===== src/rtl/uart_pkg.sv =====
// Purpose: shared types and helpers for the parametrised UART blocks.
// Latency: n/a (declarations only).
// Backpressure: n/a.
// Contents: parity-mode constants, receiver state enum, counter width helper.
package uart_pkg;

  localparam int PAR_NONE = 0;
  localparam int PAR_EVEN = 1;
  localparam int PAR_ODD  = 2;

  typedef enum logic [2:0] {
    ST_IDLE,
    ST_START,
    ST_DATA,
    ST_PARITY,
    ST_STOP
  } rx_state_t;

  // Bits needed for a counter running 0..n-1 (never narrower than 1).
  function automatic int cnt_w(input int n);
    return (n < 2) ? 1 : $clog2(n);
  endfunction

endpackage


===== src/rtl/uart_baud_tick.sv =====
// Purpose: free-running clock-enable generator, one tick every div_q+1 clk.
// Latency: tick decodes the counter directly; a new divisor takes effect 1 clk after load.
// Backpressure: none; runs continuously.
// Ports: clk, reset (sync, active high), div (clk per tick minus 1),
//        load (capture div into div_q), tick (1-cycle enable pulse).
module uart_baud_tick #(
  parameter int DIV_W = 16
) (
  input  logic             clk,
  input  logic             reset,
  input  logic [DIV_W-1:0] div,
  input  logic             load,
  output logic             tick
);

  logic [DIV_W-1:0] div_q;
  logic [DIV_W-1:0] cnt;

  // >= rather than == so that a divisor lowered while the counter sits above
  // it wraps immediately instead of running through the whole counter range.
  assign tick = (cnt >= div_q);

  always_ff @(posedge clk) begin
    if (reset) begin
      div_q <= '0;
      cnt   <= '0;
    end else begin
      if (load) div_q <= div;
      if (tick) cnt <= '0;
      else      cnt <= cnt + 1'b1;
    end
  end

endmodule


===== src/rtl/uart_rx_param.sv =====
// Purpose: parametrised single-clock UART receiver with valid/ready output and error flags.
// Latency: start edge to data_valid ~ (DATA_BITS + parity + STOP_BITS + 0.5) bit times + 2..div_q+4 clk.
// Backpressure: one word held until data_ready; a frame completing while held is dropped with overrun_err.
// Ports: clk, reset (sync, active high), baud_div, rx_in (async, idles high), data_ready,
//        data_out, data_valid, parity_err, frame_err, overrun_err (pulse), busy.
module uart_rx_param
  import uart_pkg::*;
#(
  parameter int DATA_BITS  = 8,
  parameter int PARITY     = 0,
  parameter int STOP_BITS  = 1,
  parameter int OVERSAMPLE = 16,
  parameter int DIV_W      = 16
) (
  input  logic                 clk,
  input  logic                 reset,
  input  logic [DIV_W-1:0]     baud_div,
  input  logic                 rx_in,
  input  logic                 data_ready,
  output logic [DATA_BITS-1:0] data_out,
  output logic                 data_valid,
  output logic                 parity_err,
  output logic                 frame_err,
  output logic                 overrun_err,
  output logic                 busy
);

  localparam int SAMP_W = cnt_w(OVERSAMPLE);
  localparam int BIT_W  = cnt_w(DATA_BITS);
  localparam logic [SAMP_W-1:0] SAMP_MID  = SAMP_W'(OVERSAMPLE / 2 - 1);
  localparam logic [SAMP_W-1:0] SAMP_LAST = SAMP_W'(OVERSAMPLE - 1);
  localparam logic [BIT_W-1:0]  DATA_LAST = BIT_W'(DATA_BITS - 1);
  localparam logic [BIT_W-1:0]  STOP_LAST = BIT_W'(STOP_BITS - 1);
  localparam logic              ODD_ADJ   = (PARITY == PAR_ODD);

  rx_state_t            state;
  logic                 rx_meta;
  logic                 rx_s;
  logic                 tick;
  logic [SAMP_W-1:0]    samp_cnt;
  logic [BIT_W-1:0]     bit_cnt;
  logic [DATA_BITS-1:0] shreg;
  logic                 perr;
  logic                 ferr;
  logic                 armed;
  logic                 done;

  // The divisor is only captured between frames so a mid-frame change
  // cannot stretch or shrink bits already being sampled.
  uart_baud_tick #(.DIV_W(DIV_W)) u_tick (
    .clk   (clk),
    .reset (reset),
    .div   (baud_div),
    .load  (state == ST_IDLE),
    .tick  (tick)
  );

  assign busy = (state != ST_IDLE);

  always_ff @(posedge clk) begin
    if (reset) begin
      rx_meta  <= 1'b1;
      rx_s     <= 1'b1;
      state    <= ST_IDLE;
      samp_cnt <= '0;
      bit_cnt  <= '0;
      shreg    <= '0;
      perr     <= 1'b0;
      ferr     <= 1'b0;
      armed    <= 1'b0;
      done     <= 1'b0;
    end else begin
      rx_meta <= rx_in;
      rx_s    <= rx_meta;
      done    <= 1'b0;
      if (tick) begin
        case (state)
          ST_IDLE: begin
            // A held-low line (break) must go high before a start is accepted.
            if (rx_s) begin
              armed <= 1'b1;
            end else if (armed) begin
              state    <= ST_START;
              samp_cnt <= '0;
              bit_cnt  <= '0;
              perr     <= 1'b0;
              ferr     <= 1'b0;
            end
          end
          ST_START: begin
            if (samp_cnt == SAMP_MID) begin
              samp_cnt <= '0;
              state    <= rx_s ? ST_IDLE : ST_DATA;  // high at mid-bit: glitch
            end else begin
              samp_cnt <= samp_cnt + 1'b1;
            end
          end
          ST_DATA: begin
            if (samp_cnt == SAMP_LAST) begin
              samp_cnt <= '0;
              shreg    <= {rx_s, shreg[DATA_BITS-1:1]};  // LSB arrives first
              if (bit_cnt == DATA_LAST) begin
                bit_cnt <= '0;
                state   <= (PARITY != PAR_NONE) ? ST_PARITY : ST_STOP;
              end else begin
                bit_cnt <= bit_cnt + 1'b1;
              end
            end else begin
              samp_cnt <= samp_cnt + 1'b1;
            end
          end
          ST_PARITY: begin
            if (samp_cnt == SAMP_LAST) begin
              samp_cnt <= '0;
              perr     <= rx_s ^ (^shreg) ^ ODD_ADJ;
              state    <= ST_STOP;
            end else begin
              samp_cnt <= samp_cnt + 1'b1;
            end
          end
          ST_STOP: begin
            if (samp_cnt == SAMP_LAST) begin
              samp_cnt <= '0;
              ferr     <= ferr | ~rx_s;
              if (bit_cnt == STOP_LAST) begin
                // Leave at mid-stop-bit so an immediately following start is caught.
                state <= ST_IDLE;
                done  <= 1'b1;
                if (ferr | ~rx_s) armed <= 1'b0;
              end else begin
                bit_cnt <= bit_cnt + 1'b1;
              end
            end else begin
              samp_cnt <= samp_cnt + 1'b1;
            end
          end
          default: state <= ST_IDLE;
        endcase
      end
    end
  end

  // Output holding register; completion wins over acceptance in the same cycle.
  always_ff @(posedge clk) begin
    if (reset) begin
      data_out    <= '0;
      data_valid  <= 1'b0;
      parity_err  <= 1'b0;
      frame_err   <= 1'b0;
      overrun_err <= 1'b0;
    end else begin
      overrun_err <= 1'b0;
      if (data_valid && data_ready) data_valid <= 1'b0;
      if (done) begin
        if (data_valid && !data_ready) begin
          overrun_err <= 1'b1;
        end else begin
          data_out   <= shreg;
          parity_err <= perr;
          frame_err  <= ferr;
          data_valid <= 1'b1;
        end
      end
    end
  end

endmodule


===== config.mk =====
export PLATFORM = sky130hd
export DESIGN_NAME = uart_rx_param
export DESIGN_NICKNAME = d
export VERILOG_FILES = /design/src/rtl/uart_pkg.sv /design/src/rtl/uart_baud_tick.sv /design/src/rtl/uart_rx_param.sv
export SDC_FILE = /design/constraint.sdc
export NUM_CORES = 1
export LEC_CHECK = 0
export CAP_MARGIN = 20
export CORE_UTILIZATION = 57
export CTS_CLUSTER_DIAMETER = 40
export CTS_CLUSTER_SIZE = 8
export DETAILED_ROUTE_END_ITERATION = 12
export PLACE_DENSITY = 0.8
export SYNTH_ARGS = -nofsm -noshare
export SYNTH_HDL_FRONTEND = slang
export SYNTH_SLANG_ARGS = --single-unit

===== constraint.sdc =====
create_clock -name clk -period 2.75 [get_ports clk]
set_input_delay 0.275 -clock clk [delete_from_list [all_inputs] [get_ports clk]]
set_output_delay 0.275 -clock clk [all_outputs]
set_load 0.01 [all_outputs]

### Word-level counts from Yosys, hierarchy flattened

Cells that the tools add are included.

* $add $sub $neg: 3
* multiply operators: 0
* divide/modulo/power cells: 0
* magnitude comparators: 1
* eq/ne operators: 18
* shifts and indexed selects: 0
* multiplexer cells: 38
* bitwise gates (word level): 8
* reduce and logical (&&, ||, !) cells: 23

Operators by type and width (number)
* $mux 3: 14
* $ne 2x2->1 const B: 11
* $add 16x1->16 const B: 1
* $ge 16x16->1: 1
* $mux 4: 4
* $pmux 3 s5: 1
* $mux 1: 13
* $pmux 4 s3: 1
* $reduce_and 5->1: 2
* $pmux 3 s3: 1
* $reduce_and 9->1: 1
* $reduce_bool 3->1: 3
* $reduce_xor 8->1: 1
* $reduce_and 7->1: 1
* $eq 3x2->1 const B: 2
* $eq 3x3->1 const B: 2
* $logic_not 3->1: 2
* $not 1->1: 6
* $pmux 1 s2: 3
* $reduce_and 6->1: 1
* $add 4x1->4 const B: 1
* $eq 4x3->1 const B: 1
* $eq 4x4->1 const B: 1
* $reduce_and 4->1: 1
* 13 further kinds: 16

* flip-flop bits (word level): 68
* bits in latches: 0
* memory bits (writable): 0
* memory bits (read-only): 0
* bits of input ports: 20
* output and inout bits: 13
* word-level logic and storage cells: 108
* memories kept: 0

### Longest topological paths before layout

* word-level depth: 6
* mapped depth: 10
* mapped depth without buffers: 8

### Cells and area by module

Synthesis repeated with hierarchy kept, for this count alone.

* cell total of the unflattened synthesis: 378
* area total of the unflattened synthesis: 3538.4 um2

By module, submodules not included
* uart_baud_tick: times used 1, cells each 185, area an instance 1806.7 um2, seq. area each 640.6 um2
* uart_rx_param: times used 1, cells each 193, area an instance 1731.7 um2, seq. area each 720.7 um2

### Worst setup path before layout

OpenSTA, ideal clock, no wires.

* kind: register -> register
* from: reg u_tick.div_q[15]
* to: reg shreg[7]
* setup time: 128 ps
* arrival: 2136 ps
* required time: 2622 ps
* setup slack: 486 ps
* stages on the path, launching flop included: 9
* path through: dfxtp_1 -> inv_1 -> ha_1 -> nand4_2 -> nor3_4 -> a31oi_4 -> a2111oi_4 -> mux2i_1 -> nor2_1

* longest elaborated chain between the ends: 2

Ends and longest elaborated chain
* from (decl): line uart_baud_tick.sv:16 `logic [DIV_W-1:0] div_q;`
* from (signal assigned): line uart_baud_tick.sv:28 `if (load) div_q <= div;`
* $ge 16x16->1: line uart_baud_tick.sv:21 `assign tick = (cnt >= div_q);`
* $reduce_and 3->1 (no line)
* to (signal assigned): line uart_rx_param.sv:101 `shreg <= {rx_s, shreg[DATA_BITS-1:1]};`
* to (decl): line uart_rx_param.sv:42 `logic [DATA_BITS-1:0] shreg;`

Every way passes these cells.
A chain may end at the register's enable or synchronous reset.

### Final worst setup path

* from: reg u_tick.cnt[0]
* to: reg u_tick.cnt[13]

* longest elaborated chain between the ends: 2
* elaborated cells on any way between the ends: 3
* those cells by class: 1 x add/sub; 1 x order compare; 1 x reduce/logical

Ends and longest elaborated chain
* from (decl): line uart_baud_tick.sv:17 `logic [DIV_W-1:0] cnt;`
* from (signal assigned): line uart_baud_tick.sv:30 `else cnt <= cnt + 1'b1;`
* $ge 16x16->1: line uart_baud_tick.sv:21
* $reduce_or 2->1 (no line)

Parallel ways exist; a longest one is shown, timed or not.

==> reports/metrics.csv <==
metric,value,unit
synth.area.top_cells,"dfxtp_1, ha_1, nand2_1",
rsz0062_at_grt,false,
via_count,2736,
finalCritPeriodShare,89.0,%
rows,27,
synth.top_cell.area_share,41.1,%
internal_power,1.56,mW
via_per_inst,5.47,
synth_edf_count,0,
synth_top_flop_cell,dfxtp_1,
cp-end-kind,flop,
dr.pass1.iters,4,
p_clk_share,43.7,%
die_area,6110,um^2
cts_max_path_buffers,2,
ctsHoldBuffers,0,
diodes,0,
hold_class,input port to flop,
status,finished clean,
grt_max_degree,41,
syn_nets,431,
peakVddDrop,0.442,mV
stdcell_count,500,
slew_violations,0,
startpoint_type,flop,
clkTransAtPathRegs,0.07,ns
cp_data_required_time,3.02,ns
ys_ff_latch,68,
seqPwrFrac,50.6,%
clk_latency,0.35,ns
r2r-start,u_tick.cnt[0],
avgRoutedWirePerCell,13.3,um
yosys.area.top_type,dfxtp_1,
cap_violations,0,
start_util,59.7,%
place.detailed.hpwl,4720,um
layout-drive-gt1-share,8.64,%
synthArstFlopShare,0,%
power.switching,0.457,mW
cpPeakStageDelay,0.44,ns
drt_wl_total,6670,um
post_cts_buffers,0,
cp_max_fo,16,
hold_viol_final,0,
relSlewSlack,56.6,%
maxClockFrequency,409,MHz
yosysMostFrequentCell,dfxtp_1,
grt_pass1_wl,11400,um
port_buffers,32,
p_comb_share,5.7,%
gr-total-overflow,0,
finalClockSkew,0.00919,ns
nets,464,
dp_cells,484,
grt_pass1_vias,2544,
worstHoldStart,reset,
startpoint,u_tick.cnt[0],
cts_sinks,68,
layout_min_cycle_time,2.45,ns
ant_nets,0,
slowest_stage,a2111o_1,
crit_type,flop to flop,
syn_area,3310,um^2
cts_buffers,9,
route.detailed.drc,0,
synth.distinct_cells,45,
synth_area_per_cell,8.48,um^2
io_pins,33,
timing.hold.ws,0.323,ns
clock-root-buffer,clkbuf_8,
ys_warn_count,0,
swShare,22.7,%
p_leak,1.61,nW
seq_area_frac_synth,41.1,%
worst_path_most_repeated_cell,nand2b_1,
setup_violations,0,
antenna_found_initial,0,
cts_tree,done,
cts_resized,0,
core_area,5540,um^2
h-tree-depth,3,
powerDensity,513,nW/um^2
netlist_top_cells_count,"dfxtp_1, nand2_1, nor2_1",
worstMarginPinSlew,0.652,ns
die_y,78.2,um
synthToLayoutAreaGrowth,18.7,%
gp_congestion,0.859,
die_w,78.2,um
cp_data_arrival_time,2.72,ns
track_usage,23.8,%
drtIter0Drc,72,
setup_tns,0,ns
synthCells,390,
crit_chain,"inv_1, ha_1, nand2b_1, a2111o_1, a31oi_4, and2_2, nand2b_1, nor2_1",
-- per-stage QoR --
stage,utilization [%],cell area [um^2],setup slack (ns),total power [mW]
after floorplan,-,3310,0.486,1.11
after global placement,66.9,3710,0.430,1.15
after detailed placement,66.9,3710,0.316,1.16
after CTS,70.9,3930,0.287,2.04
after global routing,70.9,3930,0.138,2.10
final,70.9,3930,0.303,2.01
-- sequential cells by signal (all words and copies together), names as in the netlist --
| register | count |
|---|---|
| u_tick.cnt | 16 |
| u_tick.div_q | 16 |
| data_out | 8 |
| shreg | 8 |
| samp_cnt | 4 |
| bit_cnt | 3 |
| state | 3 |
| armed | 1 |
| data_valid | 1 |
| done | 1 |
| ferr | 1 |
| frame_err | 1 |
| overrun_err | 1 |
| parity_err | 1 |
| perr | 1 |
| rx_meta | 1 |
| rx_s | 1 |
-- kinds of logic (layout without fill, tap and decap cells) --
kind of cell	count (synthesis)	count (layout)	share of synthesized area (%)
AOI/OAI and AO/OA	68	68	14.1
and+or+nand+nor	147	147	20.3
DFF	68	68	41.1
xor gates and xnor gates	22	22	5.82
buffers and inverters	46	84	5.22
adders and majority gates	22	22	8.25
muxes	17	17	5.14
-- routing by layer --
| metal | up-vias | routed length [um] | global-route usage, % |
|---|---|---|---|
| li1 | 1386 | - | - |
| met1 | 1277 | 2970 | 27.7 |
| met2 | 55 | 3250 | 40.9 |
| met3 | 18 | 278 | 6.86 |
| met4 | 0 | 174 | 9.26 |
| met5 | - | 0 | 0 |
-- cell usage in the layout (no fill, tap or decap), drive strengths merged, types with 2 or more instances in the layout --
cell type and instances:
or2 3, clkdlybuf4s50 31, a2111oi 2, nor3 7, clkbuf 12, nand2 52
nand3 17, o31ai 4, xor2 11, and3 3, clkinv 2, nand4 5
a21oi 33, buf 8, o2111ai 3, inv 29, a31oi 3, o21ai 12
a41oi 2, nor2 48, xnor2 11, nand2b 4, dfxtp 68, nor2b 2
ha 21, mux2i 17, a211o 2
-- worst max-delay path: cells and delay by family, from the launching register on --
kind / cells / cell delay, ns
AND/OR/NAND/NOR: 4 / 0.97
adder cells (fa/ha/maj): 1 / 0.27
buffers and inverters: 1 / 0.06
flip-flops: 1 / 0.38
AO/OA/AOI/OAI: 2 / 0.69
-- layout make-up --
class / instances / area, um^2
Multi-Input combinational cell: 276 / 1780
Fill cell: 442 / 1610
Sequential cell: 68 / 1360
Timing Repair Buffer: 39 / 368
Clock buffer: 12 / 165
Inverter: 29 / 109
Tap cell: 72 / 90.1
Clock inverter: 4 / 55.1
-- final timing paths --
path,slack (ns),cells past startpoint,endpoint
setup reg to reg,0.30,8,u_tick.cnt[13]
setup / recovery,0.30,8,u_tick.cnt[13]
hold / removal,0.32,2,u_tick.div_q[7]
hold reg to reg,0.41,1,rx_s
-- power by group through the flow --
stage                     Clock [mW]  Combinational [mW]  Sequential [mW]
after floorplan                    0              0.0755             1.04
after global placement             0               0.112             1.04
after detailed placement           0               0.115             1.04
after CTS                      0.901               0.116             1.02
after global routing           0.946               0.131             1.02
final                          0.881               0.115             1.02
No activity file was read; power rests on OpenSTA's default activity.
